==> src/rtl/memory_stage.sv <==
`default_nettype none
// ============================================================================
//  Module      : memory_stage
//  Description : Pipeline MEM stage. It captures the execute-stage result in
//                an EX/MEM register. Loads and stores run over a multi-cycle
//                request/ready data-memory bus. The stage aligns store data
//                into byte lanes and extracts and extends load data. It
//                registers the result toward write-back, stalls the upstream
//                pipeline while an access is outstanding, and drives the
//                MEM-side forwarding data.
//  Revision    : 1.0  initial release
// ============================================================================
module memory_stage #(
    parameter int DMEM_TIMEOUT = 16             // legal range 2..255
) (
    input  logic        clk,
    input  logic        reset_n,

    // execute-stage handoff
    input  logic        ex_valid,
    output logic        ex_ready,
    input  logic [31:0] alu_data,
    input  logic [31:0] memory_data,
    input  logic [4:0]  rd,
    input  logic        reg_write,
    input  logic        mem_read,
    input  logic        mem_write,
    input  logic [2:0]  mem_funct3,

    // forwarding toward execute
    output logic [31:0] mem_forward_data,
    output logic [4:0]  mem_rd,
    output logic        mem_reg_write,
    output logic        stall,

    // data-memory bus
    output logic        dmem_req,
    output logic        dmem_we,
    output logic [31:0] dmem_addr,
    output logic [31:0] dmem_wdata,
    output logic [3:0]  dmem_be,
    input  logic [31:0] dmem_rdata,
    input  logic        dmem_ready,

    // write-back
    output logic        wb_valid,
    output logic [4:0]  wb_rd,
    output logic        wb_reg_write,
    output logic [31:0] wb_data,
    output logic        exc_misaligned,
    output logic        exc_bus_timeout
);

    // Last count value at which a BUSY cycle without ready aborts the access.
    localparam logic [7:0] c_TIMEOUT_LAST = 8'(DMEM_TIMEOUT - 1);

    localparam logic [2:0] c_F3_B  = 3'b000;
    localparam logic [2:0] c_F3_H  = 3'b001;
    localparam logic [2:0] c_F3_W  = 3'b010;
    localparam logic [2:0] c_F3_BU = 3'b100;
    localparam logic [2:0] c_F3_HU = 3'b101;

    typedef enum logic [0:0] {
        ST_IDLE = 1'b0,
        ST_BUSY = 1'b1
    } state_t;

    state_t      r_state;
    logic [7:0]  r_cnt;

    // EX/MEM register
    logic        r_valid;
    logic [31:0] r_addr;
    logic [31:0] r_sdata;
    logic [4:0]  r_rd;
    logic        r_reg_write;
    logic        r_rd_en;
    logic        r_wr_en;
    logic [2:0]  r_funct3;

    logic        w_busy;
    logic        w_ex_is_mem;
    logic        w_ex_bad;
    logic        w_held_mem;
    logic        w_held_bad;
    logic [3:0]  w_be;
    logic [31:0] w_wdata;
    logic [7:0]  w_load_byte;
    logic [15:0] w_load_half;
    logic [31:0] w_load_data;

    // A memory access is rejected (no bus request) when its size is not
    // naturally aligned or its funct3 encodes no legal RV32I load/store.
    function automatic logic f_bad_access(
        input logic       is_store,
        input logic [2:0] funct3,
        input logic [1:0] lane
    );
        logic bad;
        bad = 1'b0;
        case (funct3)
            c_F3_B:  bad = 1'b0;
            c_F3_H:  bad = lane[0];
            c_F3_W:  bad = |lane;
            c_F3_BU: bad = is_store;
            c_F3_HU: bad = is_store | lane[0];
            default: bad = 1'b1;
        endcase
        return bad;
    endfunction

    assign w_busy      = (r_state == ST_BUSY);
    assign w_ex_is_mem = ex_valid & (mem_read | mem_write);
    assign w_ex_bad    = f_bad_access(mem_write, mem_funct3, alu_data[1:0]);
    assign w_held_mem  = r_rd_en | r_wr_en;
    assign w_held_bad  = f_bad_access(r_wr_en, r_funct3, r_addr[1:0]);

    assign ex_ready = ~w_busy;
    assign stall    = w_busy;

    // Loads never forward: their data only exists after the bus returns.
    assign mem_forward_data = r_addr;
    assign mem_rd           = r_rd;
    assign mem_reg_write    = r_valid & r_reg_write & ~r_rd_en;

    // Bus outputs are only driven while an access is outstanding.
    assign dmem_req   = w_busy;
    assign dmem_we    = w_busy & r_wr_en;
    assign dmem_addr  = w_busy ? {r_addr[31:2], 2'b00} : 32'h0;
    assign dmem_wdata = (w_busy & r_wr_en) ? w_wdata : 32'h0;
    assign dmem_be    = (w_busy & r_wr_en) ? w_be : 4'b0000;

    // Store lane steering: replicate the datum across the word, enable lanes.
    always_comb begin
        w_be    = 4'b0000;
        w_wdata = r_sdata;
        case (r_funct3)
            c_F3_B: begin
                w_be    = 4'b0001 << r_addr[1:0];
                w_wdata = {4{r_sdata[7:0]}};
            end
            c_F3_H: begin
                w_be    = r_addr[1] ? 4'b1100 : 4'b0011;
                w_wdata = {2{r_sdata[15:0]}};
            end
            c_F3_W: begin
                w_be    = 4'b1111;
                w_wdata = r_sdata;
            end
            default: begin
                w_be    = 4'b0000;
                w_wdata = r_sdata;
            end
        endcase
    end

    // Load extraction: select the addressed byte/halfword and extend it.
    always_comb begin
        w_load_byte = dmem_rdata[{r_addr[1:0], 3'b000} +: 8];
        w_load_half = r_addr[1] ? dmem_rdata[31:16] : dmem_rdata[15:0];
        w_load_data = dmem_rdata;
        case (r_funct3)
            c_F3_B:  w_load_data = {{24{w_load_byte[7]}}, w_load_byte};
            c_F3_H:  w_load_data = {{16{w_load_half[15]}}, w_load_half};
            c_F3_W:  w_load_data = dmem_rdata;
            c_F3_BU: w_load_data = {24'h0, w_load_byte};
            c_F3_HU: w_load_data = {16'h0, w_load_half};
            default: w_load_data = dmem_rdata;
        endcase
    end

    // EX/MEM register: refilled on every edge the stage is accepting.
    always_ff @(posedge clk or negedge reset_n) begin
        if (!reset_n) begin
            r_valid     <= 1'b0;
            r_addr      <= 32'h0;
            r_sdata     <= 32'h0;
            r_rd        <= 5'd0;
            r_reg_write <= 1'b0;
            r_rd_en     <= 1'b0;
            r_wr_en     <= 1'b0;
            r_funct3    <= 3'b000;
        end else if (ex_ready) begin
            r_valid     <= ex_valid;
            r_addr      <= alu_data;
            r_sdata     <= memory_data;
            r_rd        <= rd;
            r_reg_write <= reg_write;
            r_rd_en     <= mem_read;
            r_wr_en     <= mem_write;
            r_funct3    <= mem_funct3;
        end
    end

    // Access FSM, timeout counter and registered write-back outputs.
    always_ff @(posedge clk or negedge reset_n) begin
        if (!reset_n) begin
            r_state         <= ST_IDLE;
            r_cnt           <= 8'd0;
            wb_valid        <= 1'b0;
            wb_rd           <= 5'd0;
            wb_reg_write    <= 1'b0;
            wb_data         <= 32'h0;
            exc_misaligned  <= 1'b0;
            exc_bus_timeout <= 1'b0;
        end else begin
            wb_valid        <= 1'b0;
            exc_misaligned  <= 1'b0;
            exc_bus_timeout <= 1'b0;
            case (r_state)
                ST_IDLE: begin
                    // A held aligned memory op in IDLE has already completed;
                    // only non-memory and rejected ops retire from here.
                    if (r_valid && (!w_held_mem || w_held_bad)) begin
                        wb_valid <= 1'b1;
                        wb_rd    <= r_rd;
                        wb_data  <= r_addr;
                        if (w_held_mem) begin
                            wb_reg_write   <= 1'b0;
                            exc_misaligned <= 1'b1;
                        end else begin
                            wb_reg_write <= r_reg_write;
                        end
                    end
                    if (w_ex_is_mem && !w_ex_bad) begin
                        r_state <= ST_BUSY;
                        r_cnt   <= 8'd0;
                    end
                end
                ST_BUSY: begin
                    if (dmem_ready) begin
                        wb_valid     <= 1'b1;
                        wb_rd        <= r_rd;
                        wb_reg_write <= r_reg_write & ~r_wr_en;
                        wb_data      <= r_wr_en ? r_addr : w_load_data;
                        r_state      <= ST_IDLE;
                    end else if (r_cnt == c_TIMEOUT_LAST) begin
                        wb_valid        <= 1'b1;
                        wb_rd           <= r_rd;
                        wb_reg_write    <= 1'b0;
                        wb_data         <= r_addr;
                        exc_bus_timeout <= 1'b1;
                        r_state         <= ST_IDLE;
                    end else begin
                        r_cnt <= r_cnt + 8'd1;
                    end
                end
                default: r_state <= ST_IDLE;
            endcase
        end
    end

endmodule
`default_nettype wire

==> config.mk <==
export PLATFORM = sky130hd
export DESIGN_NAME = memory_stage
export DESIGN_NICKNAME = d
export VERILOG_FILES = /design/src/rtl/memory_stage.sv
export SDC_FILE = /design/constraint.sdc
export NUM_CORES = 1
export LEC_CHECK = 0
export ABC_AREA = 1
export CAP_MARGIN = 20
export CORE_ASPECT_RATIO = 1.5
export CORE_UTILIZATION = 44
export DETAILED_ROUTE_END_ITERATION = 7
export PLACE_DENSITY = 0.81
export SYNTH_ARGS = -nofsm -noshare
export SYNTH_HDL_FRONTEND = slang
export SYNTH_SLANG_ARGS = --single-unit
==> constraint.sdc <==
create_clock -name clk -period 2.29 [get_ports clk]
set_clock_uncertainty 0.15 [all_clocks]
set_input_delay 0.458 -clock clk [delete_from_list [all_inputs] [get_ports clk]]
set_output_delay 0.458 -clock clk [all_outputs]
set_load 0.01 [all_outputs]
==> impl_metrics.ini <==
[sta]
timing_hold_violations_final = 0
final.setup.tns_ns = -2.53
max_slew_margin = 0.631
max_slew.worst_pin.slew_ns = 0.554
final.min_clock_period_ns = 2.45
grt_setup_unrepaired = true
timing.final.crit_share = 1.07
setup_viol = 28
maxClockFrequency_mhz = 407
timing.final.max_slew_violations = 0
fin_ws_ns = -0.165

[worst_setup_path]
critical_path_peak_fanout = 6
worstSetupPathType = flip-flop to output pin
worst_ep_arrival_time_ns = 1.85
critPathLaunchType = flip-flop
crit_required_ns = 1.68
timing.critical_path.to_type = output pin

[final_layout]
final_cell_count_no_fill = 1446
final_layout_size_suffix_gt1_frac = 0.155
num-nets-final = 1345
syn2layout_area_growth_pct = 61.1

[synthesis]
syn_avg_cell_area_um2 = 7.16
leading_cell_types_by_count_after_synthesis = nand2_1, dfrtp_1, inv_1, nand3_1, nor2_1
post_synth_instance_area_um2 = 6740
sequential_share_of_the_synthesized_area = 0.468
async_reset_ff_frac = 1.00
yosys_warnings = 0
area_leader_netlist = dfrtp_1
number_of_cells_produced_by_synthesis = 941
synthFlopType = dfrtp_1
synth.top_cell.area_share = 0.468
synth_most_common_cell = nand2_1
yosys_register_bits = 126
synth_cell_type_count = 30
synth_enable_flop_cells = 0
synth_area_leaders = dfrtp_1, nand2_1, nand3_1, inv_1, o21ai_0

[clock_tree]
clk_latency_worst_skew_pair_ns = 0.41
tritoncts = yes
clock_pin_transition_on_the_worst_setup_and_hold_timing_paths_ns = 0.06
h_tree_lvl_count = 4
clock_sinks = 126
cts_inserted_buffers = 17
cts_root_buf = clkbuf_16
ctsLongestPathBuffers = 2

[routing]
route.detailed.vias_per_inst = 5.21
drc_errors = 0
routed_wire_length_um = 25300
drt-pass1-iter-count = 5
initialDrtViolationCount = 422
route.detailed.wl_per_inst_um = 17.5
post_route_antenna_net_violation_count = 0
via_count = 7534

[floorplanning]
placement_rows = 55
die_h_um = 154
fp.dieW_um = 103
core_um2 = 15000
design.portCount = 262
die-area_um2 = 15800
floorplan.initialDensity = 0.449

[global_routing]
number_of_antenna_violations_at_the_first_check_in_global_routing = 1
grtUsageMet2 = 0.545
via_count_of_the_first_global_routing_pass = 7536
grtUsageTotal = 0.318
grt-ovfl-total = 0
gr-usage-met3 = 0.0600
busiest_layer = met2
first_pass_grt_wire_length_um = 38300
grt_start_max_net_pins = 58
use_met1 = 0.363

[outcome]
failed_checks = setup timing
run_status = finished with violations

[power]
max-vdd-ir-drop_uv = 469
leakagePower_nw = 5.83
cellPowerDensity_nw_per_um2 = 813

[placement]
detailedPlace.worstSlack_ns = -0.0900
post-place-cells = 1383
place.detailed.hpwl_um = 16600
gp_routability_congestion = 0.976
place.port_buffers = 259

[hold_path]
hp-class = flip-flop to flip-flop

[flow_run]
timing.max_cap.violations = 0
registers in the layout, summed over array words and instances, names as in the netlist:
name / count
r_funct3: 3
r_reg_write: 1
r_rd_en: 1
mem_rd: 5
r_sdata: 32
exc_misaligned: 1
r_wr_en: 1
r_valid: 1
exc_bus_timeout: 1
wb_rd: 5
wb_reg_write: 1
wb_data: 32
wb_valid: 1
mem_forward_data: 32
r_cnt: 8
dmem_req: 1
layout by cell type (no fill, tap or decap), drive strengths merged:
cell / Yosys / layout
conb: 1 / 2
a21oi: 26 / 26
buf: 39 / 94
nand4: 7 / 7
o31ai: 9 / 9
dlymetal6s2s: 0 / 1
a211oi: 2 / 2
nor3: 4 / 4
a22oi: 8 / 8
diode: 0 / 1
or2: 4 / 4
dlygate4sd2: 0 / 37
clkinv: 0 / 7
bufinv: 0 / 4
clkdlybuf4s50: 0 / 189
a31oi: 1 / 1
inv: 80 / 79
dfrtp: 126 / 126
nand2: 440 / 440
ha: 1 / 1
clkdlybuf4s15: 0 / 3
nand3: 76 / 76
dlygate4sd3: 0 / 1
nor2: 47 / 47
xor2: 3 / 3
bufbuf: 0 / 2
clkinvlp: 0 / 1
o211ai: 7 / 7
clkbuf: 18 / 23
o21ai: 42 / 42
worst paths after layout:
check / startpoint / end / slack [ns] / cells past startpoint
setup / recovery: r_funct3[2] / dmem_wdata[29] / -0.16 / 7
hold / removal: r_sdata[26] / r_sdata[26] / 0.33 / 2
setup reg to reg: dmem_req / r_cnt[4] / 0.16 / 9
hold reg to reg: r_sdata[26] / r_sdata[26] / 0.33 / 2
max in group asynchronous: reset_n / dmem_req / 0.94 / 3
min in group asynchronous: reset_n / mem_forward_data[21] / 0.42 / 2
routing by layer:
layer | share of wire | vias up
met5 | 0 | -
met1 | 0.36 | 3558
met3 | 0.065 | 103
met4 | 0.061 | 0
met2 | 0.51 | 347
li1 | - | 3526
report_power, final:
| group | internal, W | leakage, nW | switching [W] |
|---|---|---|---|
| clock network | 0.00185 | 0.301 | 0.00100 |
| logic | 0.00147 | 4.00 | 0.00152 |
| registers | 0.00268 | 1.53 | 0.000314 |
| total | 0.00599 | 5.83 | 0.00283 |
repair_timing:
action	CTS	global route
pin swaps	8	17
setup endpoints to repair	70	35
resized for setup	223	35
endpoints found under the hold margin	48	0
cloned	4	2
hold buffers	1	0
buffers inserted	18	8
layout make-up:
| class | instances | area, um2 |
|---|---|---|
| inverters | 80 | 320 |
| well taps | 199 | 249 |
| flip-flops and latches | 126 | 3160 |
| multi-input cells | 679 | 3260 |
| clock buffers | 21 | 450 |
| diodes | 1 | 2.50 |
| clock inverters | 11 | 165 |
| repair buffers | 329 | 3250 |
| fillers | 1184 | 4150 |
critical path: stages (launching register included):
cell and delay, ns:
dfrtp_2 0.45, nor3_4 0.27, buf_6 0.20, buf_12 0.13, a21oi_4 0.06, o31ai_4 0.07
nor2_1 0.10, buf_2 0.16
kinds of logic (layout without fill, tap and decap cells):
logic type	Yosys count	count (layout)	synth area share
DFF	126	126	0.468
adders and majority gates	1	1	0.00186
AOI/OAI and AO/OA	95	95	0.0804
buffers and inverters	137	441	0.0906
and+or+nand+nor	578	578	0.355
other	1	3	0.000557
xor gates and xnor gates	3	3	0.00390
per-stage QoR:
step	area [um2]	hold WS [ns]	utilization	power, W
floorplan	6740	0.0124	-	0.00420
global placement	9670	0.289	0.645	0.00566
detailed placement	9670	0.289	0.645	0.00572
CTS	10700	0.332	0.712	0.00873
global route	10900	0.362	0.724	0.00926
finish	10900	0.335	0.724	0.00883
No activity file was read; power rests on OpenSTA's default activity.
==> edit, RTL diff (same flow settings) <==
Reset style: synchronous (`reset_n`), changed in 2 clocked blocks.
--- a/src/rtl/memory_stage.sv
+++ b/src/rtl/memory_stage.sv
@@ -170,7 +170,7 @@
     end
 
     // EX/MEM register: refilled on every edge the stage is accepting.
-    always_ff @(posedge clk or negedge reset_n) begin
+    always_ff @(posedge clk) begin
         if (!reset_n) begin
             r_valid     <= 1'b0;
             r_addr      <= 32'h0;
@@ -193,7 +193,7 @@
     end
 
     // Access FSM, timeout counter and registered write-back outputs.
-    always_ff @(posedge clk or negedge reset_n) begin
+    always_ff @(posedge clk) begin
         if (!reset_n) begin
             r_state         <= ST_IDLE;
             r_cnt           <= 8'd0;
Check against the original RTL: differs if reset_n is asserted again (counterexample within 4 cycles, from zero or initial values and one cycle with reset_n low); with reset_n held inactive, the same outputs for 4 cycles.
==> edit against the original RTL <==
- the run still ends with setup timing left
- synthesized area shrank 4.0%
- worst setup slack lost 0.059 ns
- sequential cell count is the same
- global-route usage shrank 0.98 points
- sequential share of layout area shrank 3.9 points
- wire length shrank 3.0%
- die area shrank 4.0%
- cell count grew 1.0%
- count of clock-buffer cells in the layout shrank 2
- cell area shrank 7.4%
- critical path type unchanged
- largest cell class unchanged
Power is not compared: it rests on default switching activity, and its combinational part moved more than twofold at a synthesized area within 25%.
==> edit: results (changes against the original RTL) <==
failing checks - setup timing (unchanged)
grt met1 use - 0.339 (was 0.363)
layout cells sized above 1 - 0.130 (was 0.155)
Min-Delay Endpoint - r_sdata[2] (was r_sdata[26])
dpl cells - 1,413 (was 1,383)
worst slack after detailed placement - 0.0177 ns (was -0.0900 ns)
CP max-delay cell - dfxtp_4 (was dfrtp_2)
worst hold margin - 0.301 ns (was 0.335 ns)
WP data arrival - 1.91 ns (was 1.85 ns)
Slew HR - 0.660 (was 0.631)
Area contributors post-synth - dfxtp_1, nand2_1, nor2_1 (was dfrtp_1, nand2_1, nand3_1)
syn_area_per_cell - 6.50 µm² (was 7.16 µm²)
via count - 7,710 (was 7,534)
critical path endpoint - dmem_be[3] (was dmem_wdata[29])
vias in the first global route - 7,112 (was 7,536)
Detailed Route Iter0 Violations - 450 (was 422)
CP peak stage delay - 0.37 ns (was 0.45 ns)
Worst Hold Launch - reset_n (was r_sdata[26])
routed wl met2 - 12,800 µm (was 12,900 µm)
routing usage on met2 - 0.559 (was 0.545)
DP Wirelength - 16,700 µm (was 16,600 µm)
reg2reg start - r_funct3[1] (was dmem_req)
routability-driven placement congestion ratio - 0.931 (was 0.976)
Post CTS Setup Buffer Count - 8 (was 18)
Metal-1 WL - 8930 µm (was 9170 µm)
worst setup margin - -0.224 ns (was -0.165 ns)
Setup Viol. Count Final - 20 (was 28)
antenna violations before repair - 0 (was 1)
status - finished, violations left (unchanged)
-- edit: cell families (layout without fill, tap and decap cells) --
kind of cell | after synthesis | after routing | synth area share
other | 1 | 2 | 0.000580
DFF | 126 | 126 | 0.390
xor gates and xnor gates | 2 | 2 | 0.00271
AOI/OAI and AO/OA | 192 | 192 | 0.154
adders and majority gates | 1 | 1 | 0.00194
and+or+nand+nor | 507 | 507 | 0.338
buffers and inverters | 166 | 439 | 0.112
-- edit: final cells by class --
type                       instances  share of cell area
sequential                       126               0.252
clock buffer                      19              0.0440
multi-input combinational        704               0.331
timing repair buffer             305               0.295
inverter                         100              0.0388
tap                              192              0.0239
clock inverter                    13              0.0139
timing repair inverter             2             0.00149
-- edit: power breakdown --
| group | internal, mW | total, mW | switching [mW] | leakage (nW) |
|---|---|---|---|---|
| Sequential | 2.33 | 2.44 | 0.111 | 1.04 |
| Combinational | 0.597 | 1.20 | 0.607 | 3.58 |
| Clock | 1.63 | 2.66 | 1.03 | 0.276 |
